===== src/rtl/spi_master.sv =====
// SPI mode-0 master. SCLK comes from a programmable divider. Each start runs one
// MSB-first full-duplex word and ends with an SS-high deselect gap.
module spi_master #(
  parameter int unsigned CLK_DIV = 4,
  parameter int unsigned DATA_W  = 8
) (
  input  logic              clk,
  input  logic              rstn,
  input  logic              start,
  input  logic [DATA_W-1:0] tx_data,
  output logic              busy,
  output logic              done,
  output logic [DATA_W-1:0] rx_data,
  output logic              sclk,
  output logic              ss,
  output logic              mosi,
  input  logic              miso
);

  localparam int unsigned      CNT_W    = (CLK_DIV > 2) ? $clog2(CLK_DIV) : 1;
  localparam int unsigned      BIT_W    = $clog2(DATA_W + 1);
  localparam logic [CNT_W-1:0] CNT_LAST = CNT_W'(CLK_DIV - 1);
  localparam logic [BIT_W-1:0] BIT_LAST = BIT_W'(DATA_W);

  typedef enum logic [2:0] {
    IDLE,
    SETUP,
    XFER,
    HOLD,
    GAP
  } state_e;

  state_e            state_q;
  logic [CNT_W-1:0]  cnt_q, cnt_d;
  logic              tick;
  logic [BIT_W-1:0]  bit_q;
  logic [DATA_W-1:0] tx_q, rx_q, rx_data_q;
  logic              sclk_q, ss_q, mosi_q, busy_q, done_q;

  // Every state change happens on a tick, so wrapping on tick doubles as the reload.
  always_comb begin
    tick  = (state_q != IDLE) && (cnt_q == CNT_LAST);
    cnt_d = ((state_q == IDLE) || tick) ? '0 : cnt_q + CNT_W'(1);
  end

  always_ff @(posedge clk or negedge rstn) begin
    if (!rstn) begin
      state_q   <= IDLE;
      cnt_q     <= '0;
      bit_q     <= '0;
      tx_q      <= '0;
      rx_q      <= '0;
      rx_data_q <= '0;
      sclk_q    <= 1'b0;
      ss_q      <= 1'b1;
      mosi_q    <= 1'b0;
      busy_q    <= 1'b0;
      done_q    <= 1'b0;
    end else begin
      cnt_q  <= cnt_d;
      done_q <= 1'b0;
      case (state_q)
        IDLE: begin
          sclk_q <= 1'b0;
          ss_q   <= 1'b1;
          mosi_q <= 1'b0;
          if (start) begin
            tx_q    <= tx_data;
            rx_q    <= '0;
            bit_q   <= '0;
            ss_q    <= 1'b0;
            mosi_q  <= tx_data[DATA_W-1];
            busy_q  <= 1'b1;
            state_q <= SETUP;
          end
        end
        // The SETUP tick is also the first SCLK rise: one half-period from SS fall.
        SETUP: begin
          if (tick) begin
            sclk_q  <= 1'b1;
            rx_q    <= {rx_q[DATA_W-2:0], miso};
            bit_q   <= bit_q + BIT_W'(1);
            state_q <= XFER;
          end
        end
        XFER: begin
          if (tick) begin
            if (!sclk_q) begin
              sclk_q <= 1'b1;
              rx_q   <= {rx_q[DATA_W-2:0], miso};
              bit_q  <= bit_q + BIT_W'(1);
            end else begin
              sclk_q <= 1'b0;
              if (bit_q == BIT_LAST) begin
                state_q <= HOLD;
              end else begin
                tx_q   <= tx_q << 1;
                mosi_q <= tx_q[DATA_W-2];
              end
            end
          end
        end
        HOLD: begin
          sclk_q <= 1'b0;
          if (tick) begin
            ss_q      <= 1'b1;
            rx_data_q <= rx_q;
            done_q    <= 1'b1;
            state_q   <= GAP;
          end
        end
        GAP: begin
          if (tick) begin
            busy_q  <= 1'b0;
            mosi_q  <= 1'b0;
            state_q <= IDLE;
          end
        end
        default: state_q <= IDLE;
      endcase
    end
  end

  assign busy    = busy_q;
  assign done    = done_q;
  assign rx_data = rx_data_q;
  assign sclk    = sclk_q;
  assign ss      = ss_q;
  assign mosi    = mosi_q;

endmodule


===== config.mk =====
export PLATFORM = sky130hd
export DESIGN_NAME = spi_master
export DESIGN_NICKNAME = d
export VERILOG_FILES = /design/src/rtl/spi_master.sv
export SDC_FILE = /design/constraint.sdc
export NUM_CORES = 1
export LEC_CHECK = 0
export ABC_AREA = 1
export BUFFER_PORTS_ARGS = -buffer_cell sky130_fd_sc_hd__buf_2
export CAP_MARGIN = 40
export CORE_UTILIZATION = 55
export CTS_CLUSTER_DIAMETER = 50
export DETAILED_ROUTE_END_ITERATION = 8
export GPL_TIMING_DRIVEN = 0
export PLACE_DENSITY = 0.76
export REMOVE_ABC_BUFFERS = 1
export SLEW_MARGIN = 10
export SYNTH_ARGS = -nofsm -noshare
export SYNTH_HDL_FRONTEND = slang
export SYNTH_SLANG_ARGS = --single-unit

===== constraint.sdc =====
create_clock -name clk -period 2.2 [get_ports clk]
set_input_delay 0.44 -clock clk [delete_from_list [all_inputs] [get_ports clk]]
set_output_delay 0.44 -clock clk [all_outputs]
set_load 0.05 [all_outputs]

==> key figures, run 1 <==
Finish
  – Commonest non-fill, non-tap cell in the layout: nand2_1
  – Layout area overhead: 10.5%
  – Layout cells sized above 1: a little over a fifth
  – Ant diodes: 0
  – Final nets: 283
  – Fin cells: between 300 and 400
  – Core Util, Final: 64.0%
  – Most frequent cells in the layout: nand2_1, dfrtp_1, nand3_1

Yosys
  – Yosys reg bits: 37
  – Number of synthesized flops with an enable pin: 0
  – Synth Warn #: 0
  – Synth cell types: 26
  – Synth area leaders: dfrtp_1, nand2_1, nand3_1
  – Post-synthesis sequential area ratio: a little under half
  – Post-synthesis cell area: between 1500 and 2000 um^2
  – FFs w/ async S/R, synth: between 90% and 100%
  – Syn Inst Count: approximately 240
  – Most used DFF post-synth: dfrtp_1
  – Share of the synthesized area in the top cell type: between 40% and 50%
  – Leading area contributor after synthesis: dfrtp_1
  – Post-Syn Area per Cell: about 8.0 um^2

Power
  – Power Density: ~570 nW/um^2
  – Static leakage: around 1.2 nW
  – Reg power frac: around 56%
  – Worst VDD drop: 0.648 mV
  – Comb pwr share: 3.4%
  – Clk pwr share: ~41%
  – Psw: 0.000273 W
  – Power consumption: ~0.0012 W
  – Pint: about 0.00097 W
  – Sw Share: around 22%

Worst setup path
  – Setup crit start kind: flop
  – Arrival @ worst endpoint: between 1.5 and 2 ns
  – RR Startpoint: state_q[2]$_DFFE_PN0P_
  – Critical Path Source: state_q[2]$_DFFE_PN0P_
  – CP required: between 2 and 2.5 ns
  – Critical path fanouts, max: 13
  – R2R Setup Slk: about 0.58 ns
  – Crit path to: rx_q[0]$_DFFE_PN0P_
  – R2R depth: 7
  – Nature of the critical path endpoint: flop
  – Crit Reg-Reg Endpoint: rx_q[0]$_DFFE_PN0P_
  – Crit Path Category: reg2reg

Clock network
  – Setup Buffers After CTS: 0
  – Clock buffer count from CTS: 5
  – CTS tree: yes
  – Clk root buf: clkbuf_4
  – Skew-Pair Late Insertion Delay: roughly 0.36 ns
  – Sink Count: 37
  – Max clock buf depth: 2
  – Hold-fix buffers, CTS: 0
  – PostCTS Resize Cnt: 0
  – CTS H-tree depth: 2
  – CTS clk-pin slew, worst paths: about 0.12 ns

Hold path
  – Hold/Removal Path Class: in2async

GRT
  – Largest net degree at the start of global routing: 38
  – Total gr overflow: 0
  – Initial antenna violation count: 0
  – First-pass GRT wire length: 5990 um
  – Vias in the first global route: ~1.4k
  – Tot GR Track Use: ~22%

STA
  – Final hold vios: 0
  – Fmax: approximately 0.6 GHz
  – Final Setup Violations: 0
  – Min Tclk post-route: around 1.6 ns
  – Slew HR: 46.8%
  – WHS: approximately 0.15 ns
  – RSZ-0062 raised after global routing: false
  – TNS Setup: 0 ns
  – Worst Tran Pin Value: approximately 0.8 ns
  – Fin crit share: between 70% and 80%
  – Final worst clock skew: 0.0108 ns
  – Slew Viols, Final: 0

Routing
  – DRT Wirelength: 3570 um
  – Routed Antenna Nets: 0
  – Drc violations: 0
  – Vias per inst: between 5 and 6
  – Via Count: 1577
  – WL per Instance: roughly 11 um
  – First-pass iteration count of the detailed router: 4
  – DR iter-0 viols: between 70 and 80

Run status
  – Run status: completed

Die
  – Core Area: approximately 3400 um^2
  – Row Count: 21
  – DIE HEIGHT: ~62 um
  – Die area: around 3800 um^2
  – Effective utilization at floorplan: between 50 and 60%
  – DIE WIDTH: between 60 and 70 um
  – Top Ports: 25

Placement
  – Gpl congestion: ~0.81
  – HPWL after DPL: around 2400 um
  – Port buffer count: 24
  – Placed Cells: roughly 300

Job
  – Max_cap viols: 0
worst min path at each step:
stage	startpoint	slack [ns]	end
final	rstn	0.15	mosi$_DFFE_PN0P_
after global routing	rstn	0.23	tx_q[4]$_DFFE_PN0P_
after CTS	rstn	0.17	mosi$_DFFE_PN0P_
after detailed placement	cnt_q[0]$_DFF_PN0_	0.43	cnt_q[0]$_DFF_PN0_
after global placement	cnt_q[0]$_DFF_PN0_	0.42	cnt_q[0]$_DFF_PN0_
after floorplan	rstn	0.14	bit_q[0]$_DFFE_PN0P_
metrics by stage:
stage	cell area, um^2	setup WS (ns)
2_1_floorplan	1900	0.816
5_1_grt	2170	0.401
3_3_place_gp	2080	0.600
6_report	2170	0.577
4_1_cts	2170	0.582
3_5_place_dp	2080	0.596
logic make-up after synthesis:
group / count (synthesis) / synth area share [%]
AO/OA/AOI/OAI: 14 / 4.72
flip-flops: 37 / 47.2
buffers and inverters: 31 / 7.84
AND/OR/NAND/NOR: 158 / 37.9
XOR/XNOR: 1 / 0.446
adder cells (fa/ha/maj): 3 / 1.91
routing by layer:
| metal | global-route usage [%] | part of all wire [%] | routed length, um | vias to the layer above |
|---|---|---|---|---|
| met5 | 0 | 0 | 0 | - |
| met4 | 9.52 | 2.0 | 73 | 0 |
| met3 | 6.21 | 4.0 | 141 | 6 |
| met2 | 36.7 | 47 | 1670 | 27 |
| met1 | 27.7 | 47 | 1680 | 732 |
| li1 | - | - | - | 812 |
cell usage after synthesis, types with 2 or more instances:
library cell	number
o21ai_1	5
nor2_1	17
nand3b_1	2
o21ai_2	6
nand2_4	3
nor2_4	4
buf_6	3
buf_4	3
inv_1	22
o21ai_0	2
dfrtp_1	36
nand3_1	31
nor2_2	2
nand2_2	3
ha_1	3
nand2_1	92
layout make-up:
type,instances,area (um^2)
Multi-Input combinational cell,176,882
Clock buffer,6,51.3
Tap cell,46,57.6
Clock inverter,2,37.5
Sequential cell,37,927
Timing Repair Buffer,24,120
Inverter,24,92.6
Fill cell,293,1220
sequential cells by signal, summed over array words and instances, names as in the netlist:
register / cells
cnt_q: 2
busy: 1
sclk: 1
mosi: 1
rx_q: 8
bit_q: 4
done: 1
state_q: 3
rx_data: 8
ss: 1
tx_q: 7
power groups by stage:
stage                     sequential [W]  clock [W]  combinational [W]
after floorplan                 0.000706          0          0.0000134
after global placement          0.000703          0          0.0000424
after detailed placement        0.000703          0          0.0000433
after CTS                       0.000690   0.000525          0.0000436
after global routing            0.000690   0.000550          0.0000505
final                           0.000690   0.000511          0.0000418
critical path, cell delays in order (launching register included):
cell and delay, ns:
dfrtp_1 0.58, inv_1 0.21, nand3_4 0.15, inv_4 0.06
nor2_8 0.21, nand2_4 0.15, nand2_1 0.10, nand2_1 0.05
Power figures use the tool's default switching activity.
==> run 2: changes to the inputs <==
--- a/config.mk
+++ b/config.mk
@@ -5,14 +5,14 @@
 export SDC_FILE = /design/constraint.sdc
 export NUM_CORES = 1
 export LEC_CHECK = 0
-export ABC_AREA = 1
+export ABC_AREA = 0
 export BUFFER_PORTS_ARGS = -buffer_cell sky130_fd_sc_hd__buf_2
 export CAP_MARGIN = 40
-export CORE_UTILIZATION = 55
+export CORE_UTILIZATION = 50
 export CTS_CLUSTER_DIAMETER = 50
 export DETAILED_ROUTE_END_ITERATION = 8
 export GPL_TIMING_DRIVEN = 0
-export PLACE_DENSITY = 0.76
+export PLACE_DENSITY = 0.74
 export REMOVE_ABC_BUFFERS = 1
 export SLEW_MARGIN = 10
 export SYNTH_ARGS = -nofsm -noshare
==> constraint.sdc (replaced) <==
create_clock -name clk -period 1.47 [get_ports clk]
set_input_delay 0.294 -clock clk [delete_from_list [all_inputs] [get_ports clk]]
set_output_delay 0.294 -clock clk [all_outputs]
set_load 0.05 [all_outputs]
==> key figures, run 2 <==
STA
  – TNS Setup: -2.04 ns (-2.04 ns)
  – Final Setup Violations: 20 (+20)
  – Final hold vios: 0 (unchanged)
  – Fin crit share: 111% (+37 points)
  – RSZ-0062 raised after global routing: true
  – Min Tclk post-route: 1.63 ns (+0.00845 ns)
  – Setup ws final: -0.161 ns (-0.738 ns)
  – Fmax: 0.613 GHz (-0.52%)
  – Slew HR: 48.0% (+1.2 points)
  – WHS: 0.00644 ns (-0.142 ns)
  – Slew Viols, Final: 0 (unchanged)
  – Worst Tran Pin Value: 0.780 ns (-0.0182 ns)
  – Final worst clock skew: 0.0111 ns (+0.000329 ns)

Yosys
  – Top-count cell post-synth: dfrtp_1
  – Leading area contributor after synthesis: dfrtp_1
  – Post-synthesis sequential area ratio: 52.8% (+5.6 points)
  – Most used DFF post-synth: dfrtp_1
  – FFs w/ async S/R, synth: 100% (unchanged)
  – Post-synthesis cell area: 1760 um^2 (-11%)
  – Syn Inst Count: 172 (-30%)
  – Synth area leaders: dfrtp_1, o21ai_0, nand2_1
  – Post-Syn Area per Cell: 10.2 um^2 (+27%)
  – Synth Warn #: 0 (unchanged)
  – Share of the synthesized area in the top cell type: 51.3% (+5.4 points)
  – Synth cell count leaders: dfrtp_1, o21ai_0, nand2_1
  – Number of synthesized flops with an enable pin: 0 (unchanged)
  – Yosys reg bits: 37 (unchanged)
  – Synth cell types: 40 (+54%)

Placement
  – HPWL after DPL: 2200 um (-8.6%)
  – DP Worst Slack: -0.619 ns (-1.22 ns)
  – Port buffer count: 24 (unchanged)
  – Gpl congestion: 0.748 (-8.0%)
  – Placed Cells: 232 (-24%)

Finish
  – Fillers: 257 (-12%)
  – Final nets: 235 (-17%)
  – Multi-input gate area: 887 um^2 (+0.57%)
  – Commonest non-fill, non-tap cell in the layout: dfrtp_1
  – Fin cells: 267 (-15%)
  – Most frequent cells in the layout: dfrtp_1, buf_2, buf_4
  – Storage cell area: 937 um^2 (+1.1%)
  – Layout cells sized above 1: 42.1% (+21 points)
  – Layout area overhead: 34.4%
  – Ant diodes: 0 (unchanged)

Worst setup path
  – Setup crit start kind: flop
  – Critical path fanouts, max: 6 (-7)
  – Nature of the critical path endpoint: flop
  – Arrival @ worst endpoint: 1.87 ns (about the same)
  – CP required: 1.71 ns (-0.74 ns)
  – Crit Path Category: reg2reg

Routing
  – DR iter-0 viols: 101 (+40%)
  – Drc violations: 0 (unchanged)
  – WL per Instance: 16.3 um (+44%)
  – First-pass iteration count of the detailed router: 4 (unchanged)
  – Vias per inst: 5.68 (+13%)
  – Routed Antenna Nets: 0 (unchanged)
  – Via Count: 1516 (-3.9%)
  – DRT Wirelength: 4360 um (+22%)

Die
  – Core Area: 3360 um^2 (-0.78%)
  – Effective utilization at floorplan: 52.2% (-5.7 points)
  – Row Count: 21 (unchanged)
  – Die area: 3750 um^2 (-1.5%)
  – DIE HEIGHT: 61.3 um (-0.76%)
  – DIE WIDTH: 61.3 um (-0.76%)
  – Top Ports: 25 (unchanged)

Clock network
  – CTS H-tree depth: 2 (unchanged)
  – Skew-Pair Late Insertion Delay: 0.35 ns (about the same)
  – Clock buffer count from CTS: 5 (unchanged)
  – Max clock buf depth: 2 (unchanged)
  – CTS tree: yes
  – Clk root buf: clkbuf_4
  – Hold-fix buffers, CTS: 0 (unchanged)
  – CTS clk-pin slew, worst paths: 0.12 ns (about the same)
  – Sink Count: 37 (unchanged)

Power
  – Comb pwr share: 52.0% (+49 points)
  – Power Density: 2190 nW/um^2 (+280%)
  – Clk pwr share: 14.5% (-27 points)
  – Psw: 0.00222 W (+710%)
  – Worst VDD drop: 1.05 mV (+63%)
  – Static leakage: 1.04 nW (-15%)
  – Sw Share: 42.9% (+21 points)
  – Pint: 0.00295 W (+200%)
  – Reg power frac: 33.5% (-22 points)
  – Power consumption: 0.00517 W (+320%)

Run status
  – Failing checks: setup timing
  – Run status: finished with violations

GRT
  – Most crowded layer after global routing: met2
  – Total gr overflow: 0 (unchanged)
  – Initial antenna violation count: 0 (unchanged)
  – First-pass GRT wire length: 7130 um (+19%)
  – Largest net degree at the start of global routing: 38 (unchanged)
  – Vias in the first global route: 1487 (+8.7%)
  – Tot GR Track Use: 27.2% (+4.9 points)
  – M2 GR Usage: 44.6% (+7.9 points)
  – Met3 usage: 6.72% (+0.51 points)
  – Met1 global-route usage: 33.6% (+5.9 points)

Job
  – Max_cap viols: 0 (unchanged)

Hold path
  – Hold/Removal Path Class: in2async
==> run 2: cell count changes after synthesis, sizes merged, moves of 3 or more <==
cell     previous run  this run
a21oi               1         5
a2bb2oi             0         6
clkbuf              0         3
inv                24        15
nand2              98        18
nand3              33        14
nor2               24         4
nor3                0         5
o21ai              13        21
o22ai               0         8
==> run 2: worst paths after layout <==
kind / from / end / slack (ns) / cells past startpoint
setup reg to reg: state_q[0]$_DFFE_PN0P_ / mosi$_DFFE_PN0P_ / -0.16 / 5
setup / recovery: state_q[0]$_DFFE_PN0P_ / mosi$_DFFE_PN0P_ / -0.16 / 5
min in group clk: miso / rx_q[0]$_DFFE_PN0P_ / 0.17 / 3
max in group asynchronous: rstn / state_q[0]$_DFFE_PN0P_ / 0.89 / 1
hold reg to reg: rx_data[7]$_DFFE_PN0P_ / rx_data[7]$_DFFE_PN0P_ / 0.49 / 2
hold / removal: rstn / state_q[2]$_DFFE_PN0P_ / 0.006 / 1
==> run 2: final cells by class <==
class	instances	area share, %
Clock buffer	6	2.17
Clock inverter	2	1.59
Inverter	15	2.38
Multi-Input combinational cell	112	37.6
Sequential cell	37	39.7
Tap cell	46	2.44
Timing Repair Buffer	49	14.1
==> run 2: metrics by stage <==
stage                     area [um^2]  utilization, %
after floorplan                  1700               -
after global placement           1880            55.9
after detailed placement         1880            55.9
after CTS                        2310            68.6
after global routing             2360            70.2
final                            2360            70.2
==> run 2: per-layer routing <==
metal	wire length (um)	part of all wire [%]
met1	1770	41
met2	2330	53
met3	184	4.2
met4	73	1.7
met5	0	0
==> run 2: cells by family after synthesis <==
group | after synthesis | synth area share (%)
and+or+nand+nor | 54 | 17.6
AOI/OAI and AO/OA | 49 | 18.9
DFF | 37 | 52.8
buffers and inverters | 25 | 6.34
muxes | 3 | 1.78
adders and majority gates | 3 | 2.14
xor gates and xnor gates | 1 | 0.499
==> run 2: power groups by stage <==
| stage | sequential [W] | combinational (W) | clock [W] |
|---|---|---|---|
| after global placement | 0.00174 | 0.00161 | 0 |
| after detailed placement | 0.00176 | 0.00168 | 0 |
| after global routing | 0.00177 | 0.00289 | 0.000810 |
| after CTS | 0.00169 | 0.00249 | 0.000761 |
| after floorplan | 0.00205 | 0.000970 | 0 |
| final | 0.00173 | 0.00269 | 0.000750 |
==> run 2: worst max-delay path: stages (launching register included) <==
cell	delay [ns]
dfrtp_4	0.53
buf_4	0.17
nor3b_4	0.26
nand3_4	0.11
o21ai_2	0.14
mux2_4	0.31
==> run 2: what timing repair did <==
action                                 CTS  global route
buffers inserted                        23             3
gates resized for setup                 38            13
pin swaps                               14             7
endpoints found under the hold margin    0             0
cloned                                   2             0
setup endpoints to repair               32            32
